## src/rtl/hub75_pkg.sv

```systemverilog
//==============================================================================
// Module      : hub75_pkg
// Description : Shared types and default geometry for the HUB75 BCM scan path.
// Revision    : 1.0 - initial release
//==============================================================================
`default_nettype none

package hub75_pkg;

    typedef enum logic [2:0] {
        ST_SHIFT     = 3'd0,
        ST_WAIT_DONE = 3'd1,
        ST_LATCH     = 3'd2,
        ST_DISPLAY   = 3'd3,
        ST_BLANK     = 3'd4
    } state_t;

    localparam int c_def_rows        = 16;
    localparam int c_def_planes      = 4;
    localparam int c_def_base_cycles = 32;

endpackage

`default_nettype wire

```

## src/rtl/oe_timer.sv

```systemverilog
//==============================================================================
// Module      : oe_timer
// Description : Loadable down-counter timing one DISPLAY period; flags the last
//               cycle and whether the output-enable window is still open.
// Revision    : 1.0 - initial release
//==============================================================================
`default_nettype none

module oe_timer #(
    parameter int WIDTH = 8
) (
    input  logic             clk,
    input  logic             reset,
    input  logic             load,
    input  logic [WIDTH-1:0] load_val,
    input  logic [WIDTH-1:0] cut_val,
    input  logic             en,
    output logic             tc,
    output logic             on
);

    logic [WIDTH-1:0] count_q, count_d;
    logic [WIDTH-1:0] cut_q, cut_d;

    always_comb begin
        count_d = count_q;
        cut_d   = cut_q;
        if (load) begin
            count_d = load_val;
            cut_d   = cut_val;
        end else if (en && (count_q != '0)) begin
            count_d = count_q - 1'b1;
        end
    end

    always_ff @(posedge clk or posedge reset) begin
        if (reset) begin
            count_q <= '0;
            cut_q   <= '0;
        end else begin
            count_q <= count_d;
            cut_q   <= cut_d;
        end
    end

    // Counting down N..1, the window is open while the count is above the cut.
    assign tc = (count_q == WIDTH'(1));
    assign on = (count_q > cut_q);

endmodule

`default_nettype wire

```

## src/rtl/bcm_scheduler.sv

```systemverilog
//==============================================================================
// Module      : bcm_scheduler
// Description : Binary-code-modulation row/plane scheduler for HUB75 panels with
//               frame-synchronous buffer swap. Optional global dimming is built
//               in when BCM_BRIGHTNESS_EN is defined.
// Revision    : 1.0 - initial release
//==============================================================================
`default_nettype none

module bcm_scheduler
    import hub75_pkg::*;
#(
    parameter int BASE_CYCLES = c_def_base_cycles,
    parameter int ROWS        = c_def_rows,
    parameter int PLANES      = c_def_planes
) (
    input  logic                                        clk,
    input  logic                                        reset,
    output logic                                        shift_start,
    input  logic                                        shift_done,
    output logic [$clog2(ROWS)-1:0]                     row,
    output logic [((PLANES > 1) ? $clog2(PLANES) : 1)-1:0] plane,
    output logic                                        latch,
    output logic                                        oe_n,
    input  logic                                        swap_req,
    output logic                                        swap_ack,
    output logic                                        front_buf
`ifdef BCM_BRIGHTNESS_EN
    ,
    input  logic [7:0]                                  brightness
`endif
);

    localparam int c_row_w   = $clog2(ROWS);
    localparam int c_plane_w = (PLANES > 1) ? $clog2(PLANES) : 1;
    localparam int c_cnt_w   = $clog2(BASE_CYCLES << (PLANES - 1)) + 1;

    localparam logic [c_row_w-1:0]   c_last_row   = c_row_w'(ROWS - 1);
    localparam logic [c_plane_w-1:0] c_last_plane = c_plane_w'(PLANES - 1);

    state_t               state_q, state_d;
    logic [c_row_w-1:0]   row_q, row_d;
    logic [c_plane_w-1:0] plane_q, plane_d;
    logic                 front_buf_q, front_buf_d;

    logic [c_cnt_w-1:0]   w_disp_len;
    logic [c_cnt_w-1:0]   w_cut_len;
    logic                 w_timer_load;
    logic                 w_timer_en;
    logic                 w_timer_tc;
    logic                 w_timer_on;

    assign w_disp_len = c_cnt_w'(BASE_CYCLES) << plane_q;

`ifdef BCM_BRIGHTNESS_EN
    logic [c_cnt_w-1:0] w_on_len;

    // Lit cycles = floor(len * brightness / 256); dark for the remainder.
    assign w_on_len  = c_cnt_w'(({8'd0, w_disp_len} * {{c_cnt_w{1'b0}}, brightness}) >> 8);
    assign w_cut_len = w_disp_len - w_on_len;
`else
    assign w_cut_len = '0;
`endif

    oe_timer #(
        .WIDTH (c_cnt_w)
    ) u_oe_timer (
        .clk      (clk),
        .reset    (reset),
        .load     (w_timer_load),
        .load_val (w_disp_len),
        .cut_val  (w_cut_len),
        .en       (w_timer_en),
        .tc       (w_timer_tc),
        .on       (w_timer_on)
    );

    always_comb begin
        state_d      = state_q;
        row_d        = row_q;
        plane_d      = plane_q;
        front_buf_d  = front_buf_q;
        shift_start  = 1'b0;
        latch        = 1'b0;
        oe_n         = 1'b1;
        swap_ack     = 1'b0;
        w_timer_load = 1'b0;
        w_timer_en   = 1'b0;

        case (state_q)
            ST_SHIFT: begin
                // Reset parks the FSM in SHIFT; the pulse must stay low until release.
                shift_start = ~reset;
                state_d     = ST_WAIT_DONE;
            end
            ST_WAIT_DONE: begin
                if (shift_done) begin
                    state_d = ST_LATCH;
                end
            end
            ST_LATCH: begin
                latch        = 1'b1;
                w_timer_load = 1'b1;
                state_d      = ST_DISPLAY;
            end
            ST_DISPLAY: begin
                w_timer_en = 1'b1;
                oe_n       = ~w_timer_on;
                if (w_timer_tc) begin
                    state_d = ST_BLANK;
                end
            end
            ST_BLANK: begin
                state_d = ST_SHIFT;
                if (plane_q == c_last_plane) begin
                    plane_d = '0;
                    if (row_q == c_last_row) begin
                        row_d = '0;
                        if (swap_req) begin
                            front_buf_d = ~front_buf_q;
                            swap_ack    = 1'b1;
                        end
                    end else begin
                        row_d = row_q + 1'b1;
                    end
                end else begin
                    plane_d = plane_q + 1'b1;
                end
            end
            default: begin
                state_d = ST_SHIFT;
            end
        endcase
    end

    always_ff @(posedge clk or posedge reset) begin
        if (reset) begin
            state_q     <= ST_SHIFT;
            row_q       <= '0;
            plane_q     <= '0;
            front_buf_q <= 1'b0;
        end else begin
            state_q     <= state_d;
            row_q       <= row_d;
            plane_q     <= plane_d;
            front_buf_q <= front_buf_d;
        end
    end

    assign row       = row_q;
    assign plane     = plane_q;
    assign front_buf = front_buf_q;

endmodule

`default_nettype wire
```

## config.mk

```make
export PLATFORM = sky130hd
export DESIGN_NAME = bcm_scheduler
export DESIGN_NICKNAME = d
export VERILOG_FILES = /design/src/rtl/hub75_pkg.sv /design/src/rtl/oe_timer.sv /design/src/rtl/bcm_scheduler.sv
export SDC_FILE = /design/constraint.sdc
export NUM_CORES = 1
export LEC_CHECK = 0
export CAP_MARGIN = 25
export CORE_UTILIZATION = 43
export CTS_BUF_LIST = sky130_fd_sc_hd__clkbuf_16
export DETAILED_ROUTE_END_ITERATION = 10
export HOLD_SLACK_MARGIN = 0.1
export PLACE_DENSITY = 0.62
export SLEW_MARGIN = 20
export SYNTH_ARGS = -nofsm -noshare
export SYNTH_HDL_FRONTEND = slang
export SYNTH_SLANG_ARGS = --single-unit
```

## constraint.sdc

```tcl
create_clock -name clk -period 2.31 [get_ports clk]
set_clock_uncertainty 0.1 [all_clocks]
set_input_delay 0.3465 -clock clk [delete_from_list [all_inputs] [get_ports clk]]
set_output_delay 0.3465 -clock clk [all_outputs]
set_load 0.005 [all_outputs]
```

### After elaboration in Yosys (flattened, before gate mapping)

Cells that the tools add are included.
Widths: inputs -> output; s select.

* equality and inequality tests: 9
* shift-type cells: 1
* reductions and logical operators: 7
* order comparisons: 1
* add/sub/neg operators: 3
* multiplexer cells: 15
* bitwise logic cells: 3

Operators by type and width (count)
* $mux 9: 2
* $pmux 3 s4: 1
* $eq 9x1->1 const B: 1
* $gt 9x1->1 const B: 1
* $reduce_bool 9->1: 1
* $shl 6x2->9 const A: 1
* $sub 9x1->9 const B: 1
* $mux 1: 8
* $eq 3x2->1 const B: 2
* $mux 3: 2
* $add 4x1->4 const B: 1
* $eq 4x4->1 const B: 1
* $mux 4: 1
* $reduce_and 2->1: 2
* $reduce_and 4->1: 1
* $eq 3x1->1 const B: 1
* $eq 3x3->1 const B: 1
* $logic_not 3->1: 1
* $not 1->1: 3
* $add 2x1->2 const B: 1
* $eq 2x2->1 const B: 1
* $mux 2: 1
* $ne 2x1->1 const B: 1
* $ne 2x2->1 const B: 1
* 2 further kinds: 2

* bits of input ports: 4
* logic and storage cells: 44
* output and inout port bits: 11
* register bits: 19

### Depth between registers and ports, before layout

Gate-level depths: netlist (run 1).

* depth in word-level cells: 5
* depth in mapped cells: 7

### Hierarchy

Synthesis (run 1) repeated with hierarchy kept, for this count alone.

* cells, all modules: 178
* area total of the unflattened synthesis: 1726.7 µm²

By module, submodules not included
* oe_timer: cells each 125, times used 1, area an instance 1152.4 µm²
* bcm_scheduler: cells each 53, times used 1, area an instance 574.3 µm²

### Least setup slack after synthesis (run 1)

Ideal clock, no wire load.

* path kind: register -> register
* start point: register u_oe_timer.count_q[5]
* end point: register u_oe_timer.count_q[8]
* path buffers: 0
* required time: 2.077 ns
* library setup time: 0.133 ns
* period minus slack after synthesis: 1.771 ns
* path slack: 0.539 ns
* arrival time: 1.538 ns
* stages on the path, launching flop included: 5
* path through: dfrtp_1 > or4_4 > or2_4 > o311ai_0 > nand3_1

* word-level cells in the longest chain between the ends: 3

RTL lines
* start, declared: line oe_timer.sv:22 `logic [WIDTH-1:0] count_q, count_d;`
* start signal, assigned: line oe_timer.sv:41 `count_q <= count_d;`
* $sub 9x1->9 / $reduce_bool 9->1 (equally long branches): line oe_timer.sv:32, oe_timer.sv:31
* $mux 9 / $logic_and 1x1->1 (equally long branches): line oe_timer.sv:31 `end else if (en && (count_q != '0)) begin`
* $mux 9 / $reduce_bool 2->1 (equally long branches)

Several ways; a longest one is shown, not always the timed one. The select of a mux whose other input is x is not followed.
A chain may end at the register's enable or synchronous reset.

### Worst setup path in the final report (run 1)

* start point: register state_q[0]
* end point: output swap_ack

* word-level cells in the longest chain between the ends: 2

RTL lines
* start, declared: line bcm_scheduler.sv:41 `state_t state_q, state_d;`
* start signal, assigned: line bcm_scheduler.sv:143 `state_q <= state_d;`
* $eq 3x3->1: line bcm_scheduler.sv:90 `case (state_q)`
* $mux 1: line bcm_scheduler.sv:90
* end, declared: line bcm_scheduler.sv:26 `output logic swap_ack,`

No other way between the ends.

==> flow_summary.rst, run 1 <==
.. list-table::
   :header-rows: 1

   * - Metric
     - Value
   * - Worst Path Buf+Inv
     - 1
   * - Core Box Area
     - 2300 um2
   * - Clock-pin transition on the worst setup and hold timing paths
     - 0.05 ns
   * - Pin count of the biggest net entering global routing
     - 20
   * - Drt via density
     - 5.57
   * - Pwr dens
     - 1110 nW/um2
   * - FFs w/ async S/R, synth
     - 1.00
   * - H-tree lvl count
     - 1
   * - DRC Markers
     - 0
   * - Critical path type
     - reg -> out
   * - Top-area cell type share of the netlist area
     - 0.438
   * - Post-detailed-routing wire length
     - 2230 um
   * - Internal power summed over all cells
     - 1.02 mW
   * - Placed Cells incl. Taps
     - 150
   * - Synth top area cells
     - dfrtp_1 (44%), ha_1 (9.2%), nand2_1 (4.8%)
   * - Number of enable-type register cells in the synthesized netlist
     - 0
   * - Maximum clock rate
     - 453 MHz
   * - Total negative slack for setup checks
     - 0 ns
   * - Total congestion overflow
     - 0
   * - Leading cell type in the layout, fill and taps excluded
     - dfrtp_1
   * - Seq cells post-synth
     - 19
   * - Maxcap violations
     - 0
   * - Worst-Skew Late Latency
     - 0.25 ns
   * - Number of endpoints with negative hold slack in the final report
     - 0
   * - Worst VDD drop
     - 918 uV
   * - Count of distinct cell types in the synthesized netlist
     - 37
   * - Cell Count, Final, Fillers Out
     - 160
   * - Yosys warnings
     - 0
   * - Worst Path Arrival
     - 1.76 ns
   * - Post-DP Area
     - 1260 um2
   * - TritonCTS clock tree
     - done
   * - N_diodes
     - 0
   * - Power share of the combinational group
     - 0.420
   * - Final-layout fill cell count
     - 205
   * - Detailed-routing iteration count for the pre-antenna-repair pass
     - 4
   * - Total global-route track usage
     - 0.191
   * - Port bufs
     - 14
   * - Final net count
     - 145
   * - Number of DRC markers after the initial detailed-route iteration
     - 16
   * - Number of global-route vias before repair
     - 814
   * - Total vias in the final route
     - 891
   * - Endpoints failing setup
     - 0
   * - Highest cell delay on the worst timing path
     - 0.51 ns
   * - Starting density of the core
     - 0.473
   * - Buffer depth of the longest clock path
     - 2
   * - Max Transition Viols Final
     - 0
   * - Largest area contributor in the netlist
     - dfrtp_1
   * - Antenna-violating nets left
     - 0
   * - Global-route wire length before repair
     - 3770 um
   * - Worst path cell trace
     - nor3b_4 > nand3_1 > nor2_2 > clkdlybuf4s50_1
   * - Required time of the critical path
     - 1.86 ns
   * - Post-Syn Area
     - 1090 um2
   * - Proportion of layout cells with a drive suffix above 1
     - 0.220
   * - Critical path's slowest cell
     - clkdlybuf4s50_1
   * - Max-Slew Margin vs Limit
     - 0.800
   * - Row count
     - 17
   * - Slack of the worst reg-to-reg path
     - 0.32 ns
   * - Total net switching power
     - 0.579 mW
   * - Number of buffers inserted for hold repair after clock tree synthesis
     - 0
   * - Static Leakage
     - 0.682 nW
   * - Die width
     - 52.3 um
   * - Top flip-flop cell by instance count after synthesis
     - dfrtp_1
   * - CP Capture Type
     - primary output
   * - Outcome
     - finished clean
   * - Total clock buffers created by CTS
     - 3
   * - Syn_nets
     - 119
   * - Commonest cells after routing, fill and taps aside
     - dfrtp_1 (15), nand2_1 (14), clkdlybuf4s50_1 (13)
   * - Sequential fraction of the synthesis area
     - 0.438
   * - Path category of the worst min-delay check
     - in -> async
   * - Detail Placement HPWL
     - 1570 um
   * - Buffer cell driving the clock tree root
     - clkbuf_16
   * - Gate count of the mapped netlist
     - 107
   * - Antenna violations before repair
     - 0
   * - Family with the most delay on the worst path
     - simple AND/OR/NAND/NOR gates
   * - Signed area change from the synthesized netlist to the final layout
     - 32.0%
   * - RSZ-0062 raised after global routing
     - no
   * - Switching fraction of total power
     - 0.363
   * - Reg power frac
     - 0.359
   * - Worst Tran Pin Value
     - 0.296 ns
   * - Full die area
     - 2730 um2
   * - Top-level I/O count
     - 15
   * - Vert. Die Dim
     - 52.3 um
   * - Kind of start point of the critical path
     - flop
   * - Crit path max fanout
     - 7
   * - Clk pwr share
     - 0.221
   * - CTS sink count
     - 19
   * - Shortest clock period the worst path allows after layout
     - 2.21 ns
   * - Weighted congestion reported at the end of routability-driven placement
     - 0.741
   * - Mean instance size in the synthesized netlist
     - 10.1 um2
   * - Area of all placed cells without fillers
     - 1430 um2
   * - Routed length per placed instance
     - 13.9 um
   * - Final cycle utilization of the critical path
     - 0.955
## layer usage
metal	share of wire	GRT usage
met3	0.043	0.0435
met2	0.47	0.310
met4	0.013	0.0658
met1	0.47	0.249
met5	0	0
## flip-flops by register name (all words and copies together), names as in the netlist
signal,cells
row,4
state_q,3
front_buf,1
plane,2
u_oe_timer.count_q,9
## what timing repair did
| action | in CTS | in global routing |
|---|---|---|
| resized for setup | 1 | 14 |
| cloned | 0 | 0 |
| endpoints found under the setup margin | 1 | 2 |
| pin swaps | 1 | 3 |
| buffers inserted | 1 | 5 |
## per-stage QoR
stage	utilization	hold WS [ns]	total power, mW	worst slack, ns
5_1_grt	0.624	0.391	1.72	0.0114
3_3_place_gp	0.548	0.355	1.10	0.236
3_5_place_dp	0.548	0.360	1.12	0.195
4_1_cts	0.587	0.354	1.49	0.000498
6_report	0.624	0.338	1.60	0.103
2_1_floorplan	-	0.198	0.967	0.539
## tightest hold or removal path, cell delays in order
cell and delay [ns]:
clkdlybuf4s50_1 0.41, inv_1 0.05, buf_4 0.25
## power by group through the flow
stage | clock network, mW | registers [mW] | logic [mW]
6_report | 0.353 | 0.573 | 0.670
3_3_place_gp | 0 | 0.543 | 0.559
4_1_cts | 0.359 | 0.547 | 0.579
3_5_place_dp | 0 | 0.552 | 0.566
2_1_floorplan | 0 | 0.500 | 0.468
5_1_grt | 0.378 | 0.591 | 0.751
## final cells by class
type | count | area (um2) | area share
Multi-Input combinational cell | 79 | 603 | 0.421
Sequential cell | 19 | 480 | 0.335
Timing Repair Buffer | 23 | 210 | 0.147
Clock buffer | 3 | 75.1 | 0.0524
Tap cell | 28 | 35.0 | 0.0244
Inverter | 7 | 26.3 | 0.0183
Clock inverter | 1 | 3.75 | 0.00262
## synth_stat cells (2+ instances only)
library cell and count:
a21oi_1 4, a311oi_1 3, and3_1 2, dfrtp_1 19
ha_1 8, inv_1 6, mux2i_1 2, nand2_1 14
nand3_1 7, nor2_1 4, nor2b_1 2, nor4_1 2
o211ai_1 2, o21ai_0 3, o311ai_0 2, o41ai_1 2
or3_1 3, or4_1 3
## cell families (layout without fill, tap and decap cells)
| logic type | after synthesis | in the layout | synth area share |
|---|---|---|---|
| DFF | 19 | 19 | 0.438 |
| AOI/OAI and AO/OA | 18 | 18 | 0.116 |
| adders and majority gates | 8 | 8 | 0.0922 |
| xor gates and xnor gates | 2 | 2 | 0.0161 |
| muxes | 3 | 3 | 0.0288 |
| and+or+nand+nor | 48 | 48 | 0.262 |
| buffers and inverters | 9 | 34 | 0.0472 |
## path summary, 6_finish.rpt
path / end / startpoint / cells after the start
max reg2reg: u_oe_timer.count_q[7] / u_oe_timer.count_q[3] / 4
min in group clk: front_buf / front_buf / 1
min reg2reg: front_buf / front_buf / 1
max in group asynchronous: u_oe_timer.count_q[3] / reset / 3
max: swap_ack / state_q[0] / 4
min: state_q[0] / reset / 3
Power figures use the tool's default switching activity.
==> run 2, diff against run 1 <==
==> constraint.sdc (replaced) <==
create_clock -name clk -period 2.6 [get_ports clk]
set_clock_uncertainty 0.1 [all_clocks]
set_input_delay 0.39 -clock clk [delete_from_list [all_inputs] [get_ports clk]]
set_output_delay 0.39 -clock clk [all_outputs]
set_load 0.005 [all_outputs]
==> run 2 against run 1 <==
  * Global-route usage shrank 0.11 points
  * Non-clock buffer count shrank 8
  * Worst setup slack better by 0.099 ns
  * Highest routed layer unchanged
  * Routed wire length decreased by 3.5%
  * Combinational power is 25% lower
  * Hold slack better by 0.029 ns
  * Critical path type unchanged
  * Power decreased by 18%
==> flow_summary.rst, run 2 (synthesis results as in run 1) <==
.. list-table::
   :header-rows: 1

   * - Metric
     - Value
   * - Outcome
     - finished clean (unchanged)
   * - CP Capture Type
     - primary output (unchanged)
   * - Total clock buffers created by CTS
     - 3 (unchanged)
   * - RSZ-0062 raised after global routing
     - no (unchanged)
   * - Detail Placement HPWL
     - 1560 um (was 1570 um)
   * - Full die area
     - 2730 um2 (unchanged)
   * - Number of DRC markers after the initial detailed-route iteration
     - 17 (was 16)
   * - Antenna violations before repair
     - 0 (unchanged)
   * - Critical path type
     - reg -> out (unchanged)
   * - Die width
     - 52.3 um (unchanged)
   * - Top-level I/O count
     - 15 (unchanged)
   * - Area of all placed cells without fillers
     - 1330 um2 (was 1430 um2)
   * - DRC Markers
     - 0 (unchanged)
   * - Antenna-violating nets left
     - 0 (unchanged)
   * - Total negative slack for setup checks
     - 0 ns (unchanged)
   * - TritonCTS clock tree
     - done (unchanged)
   * - Drt via density
     - 5.74 (was 5.57)
   * - Highest cell delay on the worst timing path
     - 0.44 ns (was 0.51 ns)
   * - Worst-Skew Late Latency
     - 0.25 ns (about the same)
   * - Core Util, Final
     - 0.578 (was 0.624)
   * - Number of global-route vias before repair
     - 825 (was 814)
   * - Placed Cells incl. Taps
     - 148 (was 150)
   * - Total global-route track usage
     - 0.190 (was 0.191)
   * - Worst path cell trace
     - inv_1 > ha_1 > and3_1 > nor2_1 > inv_1 > clkdlybuf4s50_1 (was nor3b_4 > nand3_1 > nor2_2 > clkdlybuf4s50_1)
   * - Number of endpoints with negative hold slack in the final report
     - 0 (unchanged)
   * - Port bufs
     - 14 (unchanged)
   * - Max Transition Viols Final
     - 0 (unchanged)
   * - Final net count
     - 137 (was 145)
   * - Pin count of the biggest net entering global routing
     - 20 (unchanged)
   * - Largest register FFs
     - 9 (unchanged)
   * - Kind of start point of the critical path
     - flop (unchanged)
   * - N_diodes
     - 0 (unchanged)
   * - Proportion of layout cells with a drive suffix above 1
     - 0.0968 (was 0.220)
   * - H-tree lvl count
     - 1 (unchanged)
   * - Crit path max fanout
     - 5 (was 7)
   * - Post-detailed-routing wire length
     - 2150 um (was 2230 um)
   * - Total congestion overflow
     - 0 (unchanged)
   * - Max-Slew Margin vs Limit
     - 0.486 (was 0.800)
   * - Clock-pin transition on the worst setup and hold timing paths
     - 0.05 ns (about the same)
   * - Leading cell type in the layout, fill and taps excluded
     - dfrtp_1 (unchanged)
   * - Row count
     - 17 (unchanged)
   * - Endpoints failing setup
     - 0 (unchanged)
   * - Vert. Die Dim
     - 52.3 um (unchanged)
   * - Worst Path Buf+Inv
     - 3 (was 1)
   * - Maxcap violations
     - 0 (unchanged)
   * - Post-DP Area
     - 1240 um2 (was 1260 um2)
   * - Final cycle utilization of the critical path
     - 0.922
   * - Starting density of the core
     - 0.473 (unchanged)
   * - Static Leakage
     - 0.615 nW (was 0.682 nW)
   * - Required time of the critical path
     - 2.11 ns (was 1.86 ns)
   * - Cell type with the highest occurrence count on the critical path
     - inv_1
   * - Signed area change from the synthesized netlist to the final layout
     - 22.3% (was 32.0%)
   * - Routed length per placed instance
     - 14.2 um (was 13.9 um)
   * - Maximum clock rate
     - 417 MHz
   * - CTS sink count
     - 19 (unchanged)
   * - Total setup buffers inserted after CTS
     - 0 (was 1)
   * - Detailed-routing iteration count for the pre-antenna-repair pass
     - 4 (unchanged)
   * - Worst Tran Pin Value
     - 0.770 ns (was 0.296 ns)
   * - Total vias in the final route
     - 872 (was 891)
   * - Critical path's slowest cell
     - clkdlybuf4s50_1 (unchanged)
   * - Cell Count, Final, Fillers Out
     - 152 (was 160)
   * - Shortest clock period the worst path allows after layout
     - 2.40 ns
   * - Worst VDD drop
     - 674 uV (was 918 uV)
   * - Buffer depth of the longest clock path
     - 2 (unchanged)
   * - Commonest cells after routing, fill and taps aside
     - dfrtp_1 (19), nand2_1 (14), clkdlybuf4s50_1 (14) (was dfrtp_1 (15), nand2_1 (14), clkdlybuf4s50_1 (13))
   * - Weighted congestion reported at the end of routability-driven placement
     - 0.757 (was 0.741)
   * - Core Box Area
     - 2300 um2 (unchanged)
   * - Family with the most delay on the worst path
     - buffers and inverters (was simple AND/OR/NAND/NOR gates)
   * - Global-route wire length before repair
     - 3660 um (was 3770 um)
   * - Path category of the worst min-delay check
     - reg -> reg (was in -> async)
   * - Worst Path Arrival
     - 1.91 ns (was 1.76 ns)
   * - Buffer cell driving the clock tree root
     - clkbuf_16 (unchanged)
   * - Register with the most flip-flops
     - u_oe_timer.count_q (unchanged)
   * - Pwr dens
     - 981 nW/um2 (was 1110 nW/um2)
==> run 2: cell count changes in the layout (fill, tap and decap cells not counted), moves of 2 or more <==
cell and delta:
nor2_1 +2, dfrtp_1 +4, buf_4 -8, dfrtp_2 -4
==> run 2: area by class of cell <==
type / count / area [um2]
Inverter: 7 / 26.3
Tap cell: 28 / 35.0
Clock buffer: 3 / 75.1
Fill cell: 203 / 968
Multi-Input combinational cell: 79 / 566
Timing Repair Buffer: 15 / 148
Sequential cell: 19 / 475
Clock inverter: 1 / 3.75
==> run 2: through the flow <==
step / hold WS, ns / total power, mW / setup slack, ns
floorplan: 0.241 / 0.859 / 0.829
global placement: 0.355 / 0.969 / 0.472
detailed placement: 0.359 / 0.991 / 0.455
CTS: 0.368 / 1.31 / 0.169
global route: 0.396 / 1.40 / 0.0321
finish: 0.368 / 1.30 / 0.202
==> run 2: worst reg2reg max path, delay by kind of cell, from the launching register on <==
| family | cells | cell delay (ns) |
|---|---|---|
| simple gates | 3 | 1.04 |
| flops | 1 | 0.40 |
| fa+ha+maj | 1 | 0.15 |
| buf+inv | 1 | 0.11 |
| compound gates | 1 | 0.13 |
==> run 2: where the power goes <==
| part | switching [mW] | leakage (nW) | internal [mW] | total, mW |
|---|---|---|---|---|
| Combinational | 0.258 | 0.330 | 0.246 | 0.504 |
| Sequential | 0.105 | 0.243 | 0.381 | 0.486 |
| Clock | 0.109 | 0.0423 | 0.205 | 0.314 |
| Total | 0.472 | 0.615 | 0.831 | 1.30 |
==> run 2: worst paths after layout <==
kind                                  startpoint  cells past startpoint                    end  slack (ns)
hold / removal                         front_buf                      1              front_buf        0.37
max in group asynchronous                  reset                      2                 row[0]        1.41
min in group asynchronous                  reset                      2             state_q[0]        0.50
setup reg to reg           u_oe_timer.count_q[0]                      6  u_oe_timer.count_q[4]        0.59
hold reg to reg                        front_buf                      1              front_buf        0.37
setup / recovery           u_oe_timer.count_q[0]                      6                   oe_n        0.20
==> run 2: layer usage <==
| layer | wire length (um) | vias to the layer above | GRT usage | share of wire |
|---|---|---|---|---|
| met2 | 1040 | 19 | 0.325 | 0.48 |
| met1 | 991 | 422 | 0.222 | 0.46 |
| li1 | - | 426 | - | - |
| met3 | 80 | 5 | 0.0348 | 0.037 |
| met4 | 44 | 0 | 0.105 | 0.020 |
| met5 | 0 | - | 0 | 0 |
==> run 2: timing repair <==
| item | in CTS | in global routing |
|---|---|---|
| resized for setup | 0 | 1 |
| hold endpoints to repair | 0 | 0 |
| hold buffers | 0 | 0 |
| endpoints found under the setup margin | 0 | 1 |
==> RTL edit 1 (flow settings as in run 1) <==
`c_def_base_cycles`: 32 -> 128.
--- a/src/rtl/hub75_pkg.sv
+++ b/src/rtl/hub75_pkg.sv
@@ -18,5 +18,5 @@
     localparam int c_def_rows        = 16;
     localparam int c_def_planes      = 4;
-    localparam int c_def_base_cycles = 32;
+    localparam int c_def_base_cycles = 128;
 
 endpackage
Formal check against the unedited RTL: same outputs for any inputs over 10 cycles, from zero or initial values and one cycle with reset high; that may be too few to reach the edited logic, so the function may still have changed.
==> RTL edit 1 against run 1 <==
First-iteration DRC count is 44% lower. Worst setup slack worse by 0.020 ns. Power up 0.94%. Core utilization decreased by 0.35 points. Sequential cell count increased by 2. Wire length decreased by 0.81%. Cell count increased by 6.9%. Final area increased by 7.2%. Largest power group unchanged. Sequential power shrank 0.9%. Maximum frequency is 0.88% lower. Synthesized area up 4.5%.
==> RTL edit 1: results (changes against run 1) <==
Largest register FFs 11 (was 9); status finished, final reports clean (unchanged); post-synthesis mux area share 1.985% (was 2.880%); DR iter-0 viols 9 (was 16); Seq/Total Area, Yosys 46.31% (was 43.78%); RR Endpoint u_oe_timer.count_q[9] (was u_oe_timer.count_q[7]); top post-synthesis cells by count dfrtp_1, nor2_1 (was dfrtp_1, nand2_1, ha_1); share of cells above drive strength 1 26.24% (was 21.97%); total routing usage reported by global routing 17.62% (was 19.09%); Fillers 212 (was 205); first-pass GRT wire length 3.594 mm (was 3.767 mm); Seq group 0.568 mW (was 0.573 mW); Net Count, Synth 120 (was 119); worst-path fanout max 3 (was 7); post-synthesis compound-gate area fraction 17.42% (was 11.64%); placed inst area 0.001403 mm2 (was 0.001259 mm2); final net count 153 (was 145); sw frac 34.29% (was 36.30%); Critical Path Source u_oe_timer.count_q[9] (was state_q[0]); synth top area cells dfrtp_1, ha_1, nor2_1 (was dfrtp_1, ha_1, nand2_1); Register-to-Register Path Depth 5 (was 4); post-DR vias/cell 5.380 (was 5.569); Inst Count DP 165 (was 150); post-DP HPWL 1.540 mm (was 1.566 mm); final hold slack 0.3531 ns (was 0.3383 ns); reg2reg setup slack 0.13 ns (was 0.32 ns); r2r startpoint u_oe_timer.count_q[2] (was u_oe_timer.count_q[3]); Post-Syn Instances 109 (was 107); post-synthesis xor/xnor area fraction 3.087% (was 1.613%); relative slew slack 63.74% (was 80.02%); post-place setup slack 0.05395 ns (was 0.1947 ns); Adder-Cell Fraction of Synth Area 7.718% (was 9.217%)
## RTL edit 1: cell count changes in the layout (fill, tap and decap cells not counted), moves of 3 or more
cell     change
nor2_1       +7
o21ai_0      +4
dfrtp_1      +3
nand3_1      -6
nand2_1      -7
buf_4        +7
a31oi_1      +4
## RTL edit 1: worst max path at each step
stage,slack [ns],endpoint
3_5_place_dp,0.05,oe_n
6_report,0.08,oe_n
3_3_place_gp,0.07,oe_n
2_1_floorplan,0.17,u_oe_timer.count_q[9]
4_1_cts,0.04,swap_ack
5_1_grt,0.003,oe_n
## RTL edit 1: routing by layer
metal	global-route usage (%)	routed length [um]	vias up	part of all wire, %
met4	7.895	40	0	1.8
met3	2.586	63	5	2.8
met1	23.43	1040	429	47
met2	27.92	1066	15	48
met5	0	0	-	0
li1	-	-	471	-
## RTL edit 1: repair_timing
action / in CTS / in global routing
pin swaps: 2 / 4
gates resized for setup: 7 / 6
setup buffers: 0 / 2
endpoints found under the setup margin: 2 / 3
hold buffers: 0 / 0
endpoints found under the hold margin: 0 / 0
## RTL edit 1: worst max-delay path, cell delays in order, from the launching register on
cell	delay [ns]
dfrtp_1	0.39
or4_4	0.55
o31a_4	0.34
inv_1	0.05
clkdlybuf4s15_1	0.19
## RTL edit 1: area by class of cell
class,instances,share of cell area (%)
Clock buffer,3,4.882
Clock inverter,1,0.2441
Inverter,7,1.709
Multi-Input combinational cell,79,39.22
Sequential cell,21,34.42
Tap cell,30,2.441
Timing Repair Buffer,30,17.09
## RTL edit 1: logic make-up after synthesis
kind of cell             Yosys count
AND/OR/NAND/NOR                   39
buffers and inverters              9
multiplexers                       2
flip-flops                        21
AO/OA/AOI/OAI                     27
adder cells (fa/ha/maj)            7
XOR/XNOR                           4
==> RTL edit 2 (flow settings as in run 1) <==
Made on the original files. Register the input `swap_req` before use, without a reset. The logic sees it one clock later. The other inputs are not delayed to match.
--- a/src/rtl/bcm_scheduler.sv
+++ b/src/rtl/bcm_scheduler.sv
@@ -38,4 +38,10 @@
     localparam logic [c_row_w-1:0]   c_last_row   = c_row_w'(ROWS - 1);
     localparam logic [c_plane_w-1:0] c_last_plane = c_plane_w'(PLANES - 1);
+
+    logic swap_req_q;
+
+    always_ff @(posedge clk) begin
+        swap_req_q <= swap_req;
+    end
 
     state_t               state_q, state_d;
@@ -117,5 +123,5 @@
                     if (row_q == c_last_row) begin
                         row_d = '0;
-                        if (swap_req) begin
+                        if (swap_req_q) begin
                             front_buf_d = ~front_buf_q;
                             swap_ack    = 1'b1;
Function: no difference found for any inputs over 10 cycles, from zero or initial values and one cycle with reset high; that may be too few to reach the edited logic, so the function may still have changed.
==> RTL edit 2 against run 1 <==
Wire length is 4.1% higher. Largest cell class unchanged. Final area is 0.87% higher. Critical path type unchanged. Count of clock-buffer cells in the layout stayed put. Combinational power is 9.9% higher. Worst setup slack worse by 0.013 ns. Sequential cell count is 1 higher. Power is 5.8% higher. Synthesized area is 2.2% higher.
==> RTL edit 2: results (changes against run 1) <==
largest net degree at the start of global routing 20 (unchanged); period utilisation layout 96.07% (was 95.53%); wire per inst 14.32 um (was 13.93 um); Crit-path slowest cell clkdlybuf4s50_1 (unchanged); Largest register FFs 9 (unchanged); post-synthesis mux area share 3.833% (was 2.880%); clock latency on the worst-skew pair 0.25 ns (about the same); Clock Tree Buf Depth 2 (unchanged); Adder-Cell Fraction of Synth Area 9.019% (was 9.217%); Inst Count DP 152 (was 150); M1 GR Usage 25.04% (was 24.91%); Int Power 1.066 mW (was 1.017 mW); Seq/Total Area, Yosys 44.64% (was 43.78%); root buffer cell clkbuf_16 (unchanged); DR iter-0 viols 15 (was 16); grt met2 use 32.28% (was 30.98%); Worst path max stage delay 0.52 ns; Routed WL 2.320 mm (was 2.229 mm); Crit path arrival time 1.77 ns; drt first pass iters 4 (unchanged); Clk pwr share 21.5% (was 22.1%); Clk pin slew, worst setup/hold paths 0.06 ns; Net Count, Synth 119 (unchanged); most flop-heavy register u_oe_timer.count_q (unchanged); Yosys cell types 39 (was 37); total routing usage reported by global routing 19.96% (was 19.09%); initial antenna violation count 0 (unchanged); top post-synthesis cells by count dfrtp_1, nand2_1, ha_1 (unchanged); post-DP HPWL 1.610 mm (was 1.566 mm); most common cell in the netlist dfrtp_1 (unchanged); first-pass GRT wire length 3.926 mm (was 3.767 mm); number of synthesis warnings 0 (unchanged); gpl congestion 0.8108 (was 0.7407); Post-Syn Instances 107 (unchanged); P_leak 0.6642 nW (was 0.6817 nW); H-tree lvl count 1 (unchanged); min-delay worst type in2async (unchanged); post-synthesis xor/xnor area fraction 2.368% (was 1.613%); CTS Buf Count 3 (unchanged); ANT cells 0 (unchanged); share of cells above drive strength 1 23.48% (was 21.97%); vias in the first global route 872 (was 814); Worst VDD drop 0.0007002 V (was 0.0009176 V); Combinational Power Share 43.6% (was 42.0%); Worst Tran Pin Value 0.4535 ns (was 0.2960 ns); synth top area cells dfrtp_1, ha_1, nand2_1 (unchanged); FFs w/ async S/R, synth 95.00% (was 100.0%); Port Buf Inserts 14 (unchanged); post-route antenna net violation count 0 (unchanged); status finished, final reports clean (unchanged); post-synthesis compound-gate area fraction 11.84% (was 11.64%); post-DR vias/cell 5.673 (was 5.569); worst-path fanout max 9 (was 7); met3 usage 5.217% (was 4.348%); Fillers 212 (was 205)
-- RTL edit 2: metal layers --
metal / part of all wire [%] / vias up
met5: 0 / -
met4: 1.6 / 0
met3: 3.6 / 4
met2: 49 / 17
met1: 45 / 461
li1: - / 437
-- RTL edit 2: worst max-delay path, delay by kind of cell, from the launching register on --
family / cells / cell delay, ns
flops: 1 / 0.46
simple gates: 1 / 0.41
buf+inv: 2 / 0.66
-- RTL edit 2: stage by stage --
stage	instance area, um2	util [%]	total power [mW]	setup WS, ns	hold slack [ns]
after detailed placement	1299	52.91	1.234	0.1308	0.3577
after CTS	1423	57.95	1.653	0.008112	0.3551
after global routing	1446	58.92	1.815	0.002905	0.3890
after global placement	1299	52.91	1.217	0.1997	0.3633
after floorplan	1110	-	1.023	0.5524	0.1976
final	1446	58.92	1.688	0.09074	0.3459
-- RTL edit 2: final timing paths --
path / from / to / slack [ns] / cells after the start
min reg2reg: front_buf / front_buf / 0.37 / 1
max: state_q[0] / latch / 0.09 / 3
min in group clk: front_buf / front_buf / 0.37 / 1
max in group asynchronous: reset / state_q[1] / 1.54 / 3
min: reset / plane[1] / 0.35 / 3
max reg2reg: u_oe_timer.count_q[1] / u_oe_timer.count_q[7] / 0.42 / 7
-- RTL edit 2: repair_timing --
| item | 4_1_cts | 5_1_grt |
|---|---|---|
| setup endpoints to repair | 2 | 3 |
| buffers inserted | 4 | 2 |
| resized for setup | 4 | 6 |
| endpoints found under the hold margin | 0 | 0 |
| pin swaps | 0 | 2 |
-- RTL edit 2: cell type report --
cell class	instances	area (um2)	share of cell area, %
clock buffers	3	75.07	5.190
clock inverters	1	3.754	0.2595
inverters	7	26.28	1.817
multi-input cells	76	581.8	40.22
flip-flops and latches	20	496.7	34.34
well taps	30	37.54	2.595
repair buffers	25	225.2	15.57
